<file path="src/rtl/adsr_beat_pulse_filter.sv">
// Radial pulse brightness filter for the heart-rate video path.
// A beat-retriggerable ADSR envelope scales a BPM-derived gain. The gain
// brightens pixels in a two-zone disc around a per-frame centre. Pixels move
// through a two-stage valid/ready pipeline with a global stall.
module adsr_beat_pulse_filter #(
    parameter int BITS         = 8,
    parameter int N_PIX        = 8,
    parameter int IMAGE_WIDTH  = 640,
    parameter int IMAGE_HEIGHT = 480,
    parameter int MAX_BPM      = 200,
    parameter int TICK_DIV     = 200000,
    localparam int XW = $clog2(IMAGE_WIDTH),
    localparam int YW = $clog2(IMAGE_HEIGHT),
    localparam int BW = $clog2(MAX_BPM + 1),
    localparam int CW = $clog2(TICK_DIV)
) (
    input  logic                        clk,
    input  logic                        reset,
    input  logic [N_PIX-1:0][BITS-1:0]  pix_in,
    input  logic [N_PIX-1:0][XW-1:0]    pixel_x,
    input  logic [YW-1:0]               pixel_y,
    input  logic                        sof,
    input  logic                        valid_in,
    output logic                        in_ready,
    output logic [N_PIX-1:0][BITS-1:0]  pix_out,
    output logic                        valid_out,
    input  logic                        out_ready,
    input  logic [XW-1:0]               cx_in,
    input  logic [YW-1:0]               cy_in,
    input  logic                        filter_enable,
    input  logic                        filter_mode,
    input  logic                        beat_trigger,
    input  logic [BW-1:0]               bpm_estimate,
    input  logic [7:0]                  pulse_amplitude,
    input  logic [7:0]                  attack_rate,
    input  logic [7:0]                  decay_rate,
    input  logic [7:0]                  release_rate,
    input  logic [7:0]                  sustain_level,
    input  logic [7:0]                  sustain_ticks,
    output logic [7:0]                  env_level,
    output logic [2:0]                  env_state
);

    typedef enum logic [2:0] {
        S_IDLE    = 3'd0,
        S_ATTACK  = 3'd1,
        S_DECAY   = 3'd2,
        S_SUSTAIN = 3'd3,
        S_RELEASE = 3'd4
    } adsr_state_t;

    localparam int BPM_K = (256 * 256) / MAX_BPM;

    // ---------------- envelope tick ----------------
    logic [CW-1:0] tick_cnt_reg;
    logic          tick;
    assign tick = (tick_cnt_reg == CW'(TICK_DIV - 1));

    // Free-running divider; tick pulses on the wrap cycle
    always_ff @(posedge clk or negedge reset) begin
        if (!reset)    tick_cnt_reg <= '0;
        else if (tick) tick_cnt_reg <= '0;
        else           tick_cnt_reg <= tick_cnt_reg + CW'(1);
    end

    // ---------------- ADSR envelope ----------------
    adsr_state_t state_reg, state_next;
    logic [7:0]  env_reg, env_next;
    logic [8:0]  sus_cnt_reg, sus_cnt_next;
    logic [7:0]  atk, dec, rel;
    logic [8:0]  atk_sum, sus_inc;

    // Zero rates behave as one so the envelope can never stall mid-phase
    assign atk     = (attack_rate  == 8'd0) ? 8'd1 : attack_rate;
    assign dec     = (decay_rate   == 8'd0) ? 8'd1 : decay_rate;
    assign rel     = (release_rate == 8'd0) ? 8'd1 : release_rate;
    assign atk_sum = {1'b0, env_reg} + {1'b0, atk};
    assign sus_inc = sus_cnt_reg + 9'd1;

    // Envelope state, level and sustain counter registers
    always_ff @(posedge clk or negedge reset) begin
        if (!reset) begin
            state_reg   <= S_IDLE;
            env_reg     <= 8'd0;
            sus_cnt_reg <= 9'd0;
        end else begin
            state_reg   <= state_next;
            env_reg     <= env_next;
            sus_cnt_reg <= sus_cnt_next;
        end
    end

    // Next-state logic: a trigger overrides any tick step that cycle
    always_comb begin
        state_next   = state_reg;
        env_next     = env_reg;
        sus_cnt_next = sus_cnt_reg;
        if (beat_trigger) begin
            state_next   = S_ATTACK;
            sus_cnt_next = 9'd0;
        end else if (tick) begin
            case (state_reg)
                S_ATTACK: begin
                    if (atk_sum[8] || atk_sum[7:0] == 8'hFF) begin
                        env_next   = 8'hFF;
                        state_next = S_DECAY;
                    end else begin
                        env_next = atk_sum[7:0];
                    end
                end
                S_DECAY: begin
                    if ({1'b0, env_reg} > ({1'b0, sustain_level} + {1'b0, dec})) begin
                        env_next = env_reg - dec;
                    end else begin
                        env_next     = sustain_level;
                        state_next   = S_SUSTAIN;
                        sus_cnt_next = 9'd0;
                    end
                end
                S_SUSTAIN: begin
                    env_next     = sustain_level;
                    sus_cnt_next = sus_inc;
                    if (sus_inc >= {1'b0, sustain_ticks}) state_next = S_RELEASE;
                end
                S_RELEASE: begin
                    if (env_reg > rel) begin
                        env_next = env_reg - rel;
                    end else begin
                        env_next   = 8'd0;
                        state_next = S_IDLE;
                    end
                end
                default: begin
                    env_next   = 8'd0;
                    state_next = S_IDLE;
                end
            endcase
        end
    end

    assign env_level = env_reg;
    assign env_state = state_reg;

    // ---------------- gain ----------------
    logic [BW+16:0] bpm_prod;
    logic [7:0]     bpm_gain;
    logic [15:0]    g_prod;
    logic [BITS-1:0] gs;

    assign bpm_prod = (BW+17)'(bpm_estimate) * (BW+17)'(BPM_K);
    assign bpm_gain = (bpm_prod[BW+16:8] > (BW+9)'(255)) ? 8'hFF : bpm_prod[15:8];
    assign g_prod   = 16'(env_reg) * 16'(bpm_gain);
    assign gs       = BITS'(g_prod[15:8]) << (BITS - 8);

    // ---------------- handshake and centre ----------------
    logic            en, accept;
    logic            valid_out_reg, s1_valid_reg, s1_mode_reg;
    logic [XW-1:0]   cx_reg, cx_use;
    logic [YW-1:0]   cy_reg, cy_use;

    assign en       = !valid_out_reg || out_ready;
    assign in_ready = en;
    assign accept   = valid_in && en;
    // A start-of-frame beat already sees its own new centre
    assign cx_use   = sof ? cx_in : cx_reg;
    assign cy_use   = sof ? cy_in : cy_reg;

    // Latch the pulse centre on each accepted start-of-frame beat
    always_ff @(posedge clk or negedge reset) begin
        if (!reset) begin
            cx_reg <= XW'(IMAGE_WIDTH / 2);
            cy_reg <= YW'(IMAGE_HEIGHT / 2);
        end else if (accept && sof) begin
            cx_reg <= cx_in;
            cy_reg <= cy_in;
        end
    end

    // ---------------- geometry and output math ----------------
    logic signed [11:0] dy;
    logic signed [23:0] dy2;
    logic [6:0]         r;
    logic [15:0]        r2;

    assign dy  = 12'(pixel_y) - 12'(cy_use);
    assign dy2 = dy * dy;
    assign r   = pulse_amplitude[7:1];
    assign r2  = 16'(r) * 16'(r);

    logic [N_PIX-1:0][BITS-1:0] gain_next, pix_next;
    logic [N_PIX-1:0][BITS-1:0] s1_pix_reg, s1_gain_reg, pix_out_reg;

    genvar gi;
    generate
        for (gi = 0; gi < N_PIX; gi++) begin : g_pix
            logic signed [11:0] dx;
            logic signed [23:0] dx2;
            logic [23:0]        d2;
            logic               core, ring;
            logic [BITS:0]      sum;

            assign dx   = 12'(pixel_x[gi]) - 12'(cx_use);
            assign dx2  = dx * dx;
            assign d2   = $unsigned(dx2) + $unsigned(dy2);
            assign core = {d2, 2'b00} < {10'd0, r2};
            assign ring = d2 < {8'd0, r2};
            // Disabled beats carry zero gain so stage 2 passes them through
            assign gain_next[gi] = !filter_enable ? '0 :
                                   core ? gs : ring ? (gs >> 1) : '0;

            assign sum = {1'b0, s1_pix_reg[gi]} + {1'b0, s1_gain_reg[gi]};
            assign pix_next[gi] = (s1_gain_reg[gi] == '0) ? s1_pix_reg[gi] :
                                  s1_mode_reg ? (sum[BITS] ? {BITS{1'b1}} : sum[BITS-1:0]) :
                                  sum[BITS:1];
        end
    endgenerate

    // Stage 1: capture pixels, per-pixel gain and mode; hold when stalled
    always_ff @(posedge clk or negedge reset) begin
        if (!reset) begin
            s1_valid_reg <= 1'b0;
            s1_mode_reg  <= 1'b0;
            s1_pix_reg   <= '0;
            s1_gain_reg  <= '0;
        end else if (en) begin
            s1_valid_reg <= valid_in;
            if (valid_in) begin
                s1_pix_reg  <= pix_in;
                s1_gain_reg <= gain_next;
                s1_mode_reg <= filter_mode;
            end
        end
    end

    // Stage 2: register blended output; hold when stalled
    always_ff @(posedge clk or negedge reset) begin
        if (!reset) begin
            valid_out_reg <= 1'b0;
            pix_out_reg   <= '0;
        end else if (en) begin
            valid_out_reg <= s1_valid_reg;
            if (s1_valid_reg) pix_out_reg <= pix_next;
        end
    end

    assign valid_out = valid_out_reg;
    assign pix_out   = pix_out_reg;

endmodule

</file>
<file path="config.mk">
export PLATFORM = sky130hd
export DESIGN_NAME = adsr_beat_pulse_filter
export DESIGN_NICKNAME = d
export VERILOG_FILES = /design/src/rtl/adsr_beat_pulse_filter.sv
export SDC_FILE = /design/constraint.sdc
export NUM_CORES = 2
export LEC_CHECK = 0
export ABC_AREA = 1
export BUFFER_PORTS_ARGS = -buffer_cell sky130_fd_sc_hd__buf_2
export CAP_MARGIN = 20
export CORE_ASPECT_RATIO = 1.1
export CORE_MARGIN = 4
export CORE_UTILIZATION = 67
export CTS_CLUSTER_SIZE = 16
export DETAILED_ROUTE_END_ITERATION = 8
export PLACE_DENSITY = 0.86
export SLEW_MARGIN = 30
export SYNTH_ARGS = -nofsm -noshare
export SYNTH_HDL_FRONTEND = slang
export SYNTH_SLANG_ARGS = --single-unit
</file>
<file path="constraint.sdc">
create_clock -name clk -period 22.1 [get_ports clk]
set_input_delay 2.21 -clock clk [delete_from_list [all_inputs] [get_ports clk]]
set_output_delay 2.21 -clock clk [all_outputs]
set_load 0.01 [all_outputs]
</file>
-- Word level (Yosys, flattened, before mapping)
Cells that the tools add are included.
- output and inout port bits: 77
- flip-flop bits (word level): 252
- input port bits: 236
- word-level logic and storage cells: 200
- multiply operators: 12
- magnitude comparators: 20
- reductions and logical operators: 23
- bitwise logic cells: 1
- muxes and demuxes: 70
- equal/unequal tests: 10
- $add $sub $neg: 31
- operators with widths (cell ; number):
    $mux W8 ; 47
    $lt A26 B14 Y1 ; 8
    $lt A24 B14 Y1 ; 8
    $add A22 B20 Y23 ; 8
    $mul A11 B11 Y22 ; 8
    $add A8 B8 Y9 ; 10
    $logic_not A8 Y1 ; 11
    $sub A10 B10 Y11 ; 8
    $mux W7 ; 8
    $mux W9 ; 4
    $pmux W8 S4 ; 1
    $mul A10 B10 Y20 ; 1
    $add A18 B1 Y18 const B ; 1
    $eq A18 B18 Y1 const B ; 1
    $mux W18 ; 1
    $mux W3 ; 6
    $pmux W9 S2 ; 1
    $mul A8 B9 Y17 const B ; 1
    $mul A8 B8 Y16 ; 1
    $sub A8 B8 Y8 ; 2
    $mul A7 B7 Y14 ; 1
    $ne A3 B3 Y1 const B ; 4
    $pmux W3 S4 ; 1
    $mux W10 ; 1
    19 further kinds ; 24

-- Longest topological paths before layout
- depth after elaboration: 9
- gate-level depth with buffers: 66
- depth with buffers taken out: 64

-- Worst setup path before layout
OpenSTA, ideal clock, no wires.
- path type: input port to flip-flop
- start point: input sof
- end point: register s1_gain_reg[18] in the netlist's numbering
- arrival: 13.635 ns
- slack: 8.348 ns
- required time: 21.984 ns
- buffers on the path: 3
- cell stages on the path: 57
- library setup time: 0.116 ns
- cells stage by stage: clkbuf_1 clkbuf_1 o21ai_0 ha_1 a21oi_1 inv_1 nand3_1 o211a_1 nor2_1 o21ai_0 nand2_1 nand2_1 nand2_1 a21oi_1 clkbuf_1 nand2_1 fa_1 inv_1 [... 21 more ...] inv_1 fa_1 inv_1 ha_1 inv_1 nor3_1 nand2_1 or2_2 nand3_1 nand2_1 nand2_1 nand3_1 nor2_4 nand3_1 nand2_1 inv_1 nand2_1 nand2_1
- word-level cells in the longest chain between the ends: 8
- elaborated cells between the ends (all ways): 12
- classes of those cells: 3 x add/sub; 2 x mul; 2 x order compare; 5 x mux
- RTL lines (item ; RTL line ; RTL):
    start, declared ; 22 ; input logic sof,
    $mux W10 / $mux W9 (equally long branches) ; 165, 166 ;
    $sub A10 B10 Y11 / $sub A9 B9 Y10 (equally long branches) ; 202, 185 ;
    $mul A11 B11 Y22 / $mul A10 B10 Y20 (equally long branches) ; 203, 186 ;
    $add A22 B20 Y23 * ; 204 ; assign d2 = $unsigned(dx2) + $unsigned(dy2);
    $lt A24 B14 Y1 ; 206 ; assign ring = d2 < {8'd0, r2};
    $mux W7 ; 209 ; core ? gs : ring ? (gs >> 1) : '0;
    $mux W8 * ; 209 ;
    $mux W8 * ; 208 ; assign gain_next[gi] = !filter_enable ? '0 :
    end signal, assigned ; 229 ; s1_gain_reg <= gain_next;
    end, declared ; 191 ; logic [N_PIX-1:0][BITS-1:0] s1_pix_reg, s1_gain_reg, pix_out_reg;
Every way passes the cells marked *; elsewhere a longest branch is shown, timed or not.
A chain may end at the register's enable or synchronous reset.

-- Worst setup path after layout
- start point: input sof
- end point: register s1_gain_reg[3] in the netlist's numbering
Same word-level chain as after synthesis.

==> flow_metrics.py <==
metrics = {
    "worst_setup_path": {
        "critPathMaxStageDelay_ns": 0.85,
        "crit_type": "input port to flop",
        "cpMostUsedCell": "inv_1",
        "worstReg2RegStart": "cy_reg[0]$_DFFE_PN0P_",
        "rrSetupSlack_ns": 8.34,
        "cp.buffers_inverters": 12,
        "crit_family": "adder cells",
        "cp_max_fo": 39,
        "cp_slowest_cell": "xor2_4",
        "cp.required_ns": 22.64,
        "worstSetupStartpointType": "input port",
        "cp.arrival_ns": 16.23,
        "end_kind": "flop",
        "cp-startpoint": "sof",
    },
    "timing": {
        "clock_skew_ns": 0.0413,
        "worst_pin_slew_ns": 1.06,
        "final-setup-viol-count": 0,
        "setup_tns_ns": 0,
        "rsz0062_at_grt": "no",
        "max_slew_margin_pct": 29.4,
        "maxSlewViolCount": 0,
        "layout_min_cycle_time_ns": 15.69,
        "fmax_mhz": 63.7,
        "worst_slack_ns": 6.41,
        "fin_crit_sh_pct": 71.0,
        "finalHoldViolations": 0,
    },
    "final_layout": {
        "final_cell_mix": "inv_1, nand2_1, fa_1",
        "layout-drive-gt1-share_pct": 6.19,
        "final_cells": 11000,
        "design_area_sq_mm": 0.0777,
        "final_common_cell": "inv_1",
        "nNetsFinal": 12000,
        "area_growth_pct": 6.37,
    },
    "logic_synthesis": {
        "synthTopCellsByArea": "fa_1, ha_1, inv_1, dfrtp_1, nand2_1",
        "syn_nets": 11700,
        "ys_warn_count": 0,
        "yosysSeqAreaShare_pct": 8.65,
        "syn_inst": 9240,
        "synth-edff-count": 0,
        "synth.avg_cell_area_sq_um": 7.90,
        "ys_ff_latch": 252,
        "yosys.area.top_type_share_pct": 31.2,
        "synth_top_area_cell": "fa_1",
        "synth_cell_type_count": 67,
        "async_flop_share_pct": 100,
        "synth_area_sq_mm": 0.0730,
        "synth-main-ff-cell": "dfrtp_1",
    },
    "clocking": {
        "postCtsResizedCells": 0,
        "clk_pin_slew_ns": 0.07,
        "cts_buffers": 31,
        "clock_latency_ns": 0.63,
        "cts_setup_buffers": 0,
        "cts_tree": "done",
        "cts.sinks": 252,
        "cts_root_buf": "clkbuf_16",
        "htreeDepth": 1,
        "clock_path_buffers": 3,
        "holdBufCountCts": 0,
    },
    "placed_design": {
        "dp_hpwl_um": 165000,
        "gp_congestion": 0.972,
        "placed_area_sq_mm": 0.0765,
        "place_ws_ns": 5.94,
        "portBuffers": 311,
        "dp_cells": 10900,
    },
    "flow_run": {
        "drv_cap": 0,
    },
    "global_route": {
        "grt_pass1_vias": 65900,
        "grt_pass1_wl_um": 322000,
        "antenna_found_initial": 18,
        "grt.total_usage_pct": 35.0,
        "grt_max_degree": 121,
        "overflow": 0,
    },
    "hold_path": {
        "hold_start": "tick_cnt_reg[0]$_DFF_PN0_",
        "worst_hold_path_type": "flop to flop",
    },
    "routing": {
        "vias_per_cell": 5.71,
        "finalWirelength_um": 198000,
        "wl_met2_um": 95700,
        "routed-wl-met3_um": 17800,
        "firstDrtPassIters": 9,
        "wl_met1_um": 73200,
        "remaining_drc_errors": 0,
        "drt_iter0_drc": 4547,
        "highest_layer": "met5",
        "wl_per_cell_um": 18.1,
        "vias": 62600,
        "antenna_left": 0,
    },
    "floorplanning": {
        "start_util_pct": 67.8,
        "dieArea_sq_mm": 0.114,
        "rows": 126,
        "core_sq_mm": 0.108,
        "die_x_um": 323,
        "die_height_um": 354,
        "io_pins": 313,
    },
    "run_status": {
        "outcome": "complete, no violations",
    },
}
## cell families after synthesis
kind of cell	count (synthesis)	synth area share (%)
and+or+nand+nor	2914	16.7
xor gates and xnor gates	348	4.19
buffers and inverters	2384	12.3
DFF	252	8.65
adders and majority gates	2205	49.5
AOI/OAI and AO/OA	1137	8.68
## worst paths after layout
path | to | cells past startpoint
worst max-delay path | s1_gain_reg[3]$_DFFE_PN0P_ | 56
worst min-delay path | tick_cnt_reg[0]$_DFF_PN0_ | 1
worst max register to register | s1_gain_reg[3]$_DFFE_PN0P_ | 55
worst min register to register | tick_cnt_reg[0]$_DFF_PN0_ | 1
max in group asynchronous | cy_reg[2]$_DFFE_PN0P_ | 2
min in group asynchronous | pix_out[9]$_DFFE_PN0P_ | 1
## layer usage
layer | GRT usage, % | vias up
li1 | - | 29100
met1 | 41.5 | 30200
met2 | 60.4 | 2620
met3 | 7.33 | 672
met4 | 17.1 | 12
met5 | 0 | -
## per-stage QoR
step	util, %	hold slack [ns]
floorplan	-	0.432
global placement	71.0	0.443
detailed placement	71.1	0.451
CTS	72.1	0.466
global route	72.1	0.497
finish	72.1	0.468
## area by class of cell
class | count | area, sq um
Multi-Input combinational cell | 6604 | 58000
Tap cell | 1408 | 1760
Timing Repair Buffer | 364 | 1990
Fill cell | 8241 | 30000
Clock buffer | 43 | 861
Inverter | 2268 | 8520
Clock inverter | 14 | 203
Sequential cell | 252 | 6310
Antenna cell | 15 | 37.5
## synthesized netlist by cell type, types with 7 or more instances
cell      instances
nand2_1        1612
nor4_1           14
or2_2            44
or4_1            15
ha_1           1066
inv_1          2236
nor2_1          657
a31oi_1          26
clkbuf_1         91
inv_2            18
a21o_1           30
o21bai_1         39
buf_2            10
nand3b_1         25
or2_1             8
nand4_1          48
nand2_2          24
a21oi_1         530
xor2_1          231
nor3_1           73
o21a_1           12
o21ai_1           7
o31ai_1          28
nor2_4            9
clkinv_1         14
dfrtp_1         246
o311ai_0          9
xnor2_1         115
fa_1           1139
a21oi_2           9
nand3_1         352
buf_1            13
nor2_2            8
o21ai_0         359
a211oi_1         15
o22ai_1          14
o211ai_1         17
Power is left out: the tool's default activity adds up to more than one toggle a clock period on the data nets, which glitch-free logic cannot reach.
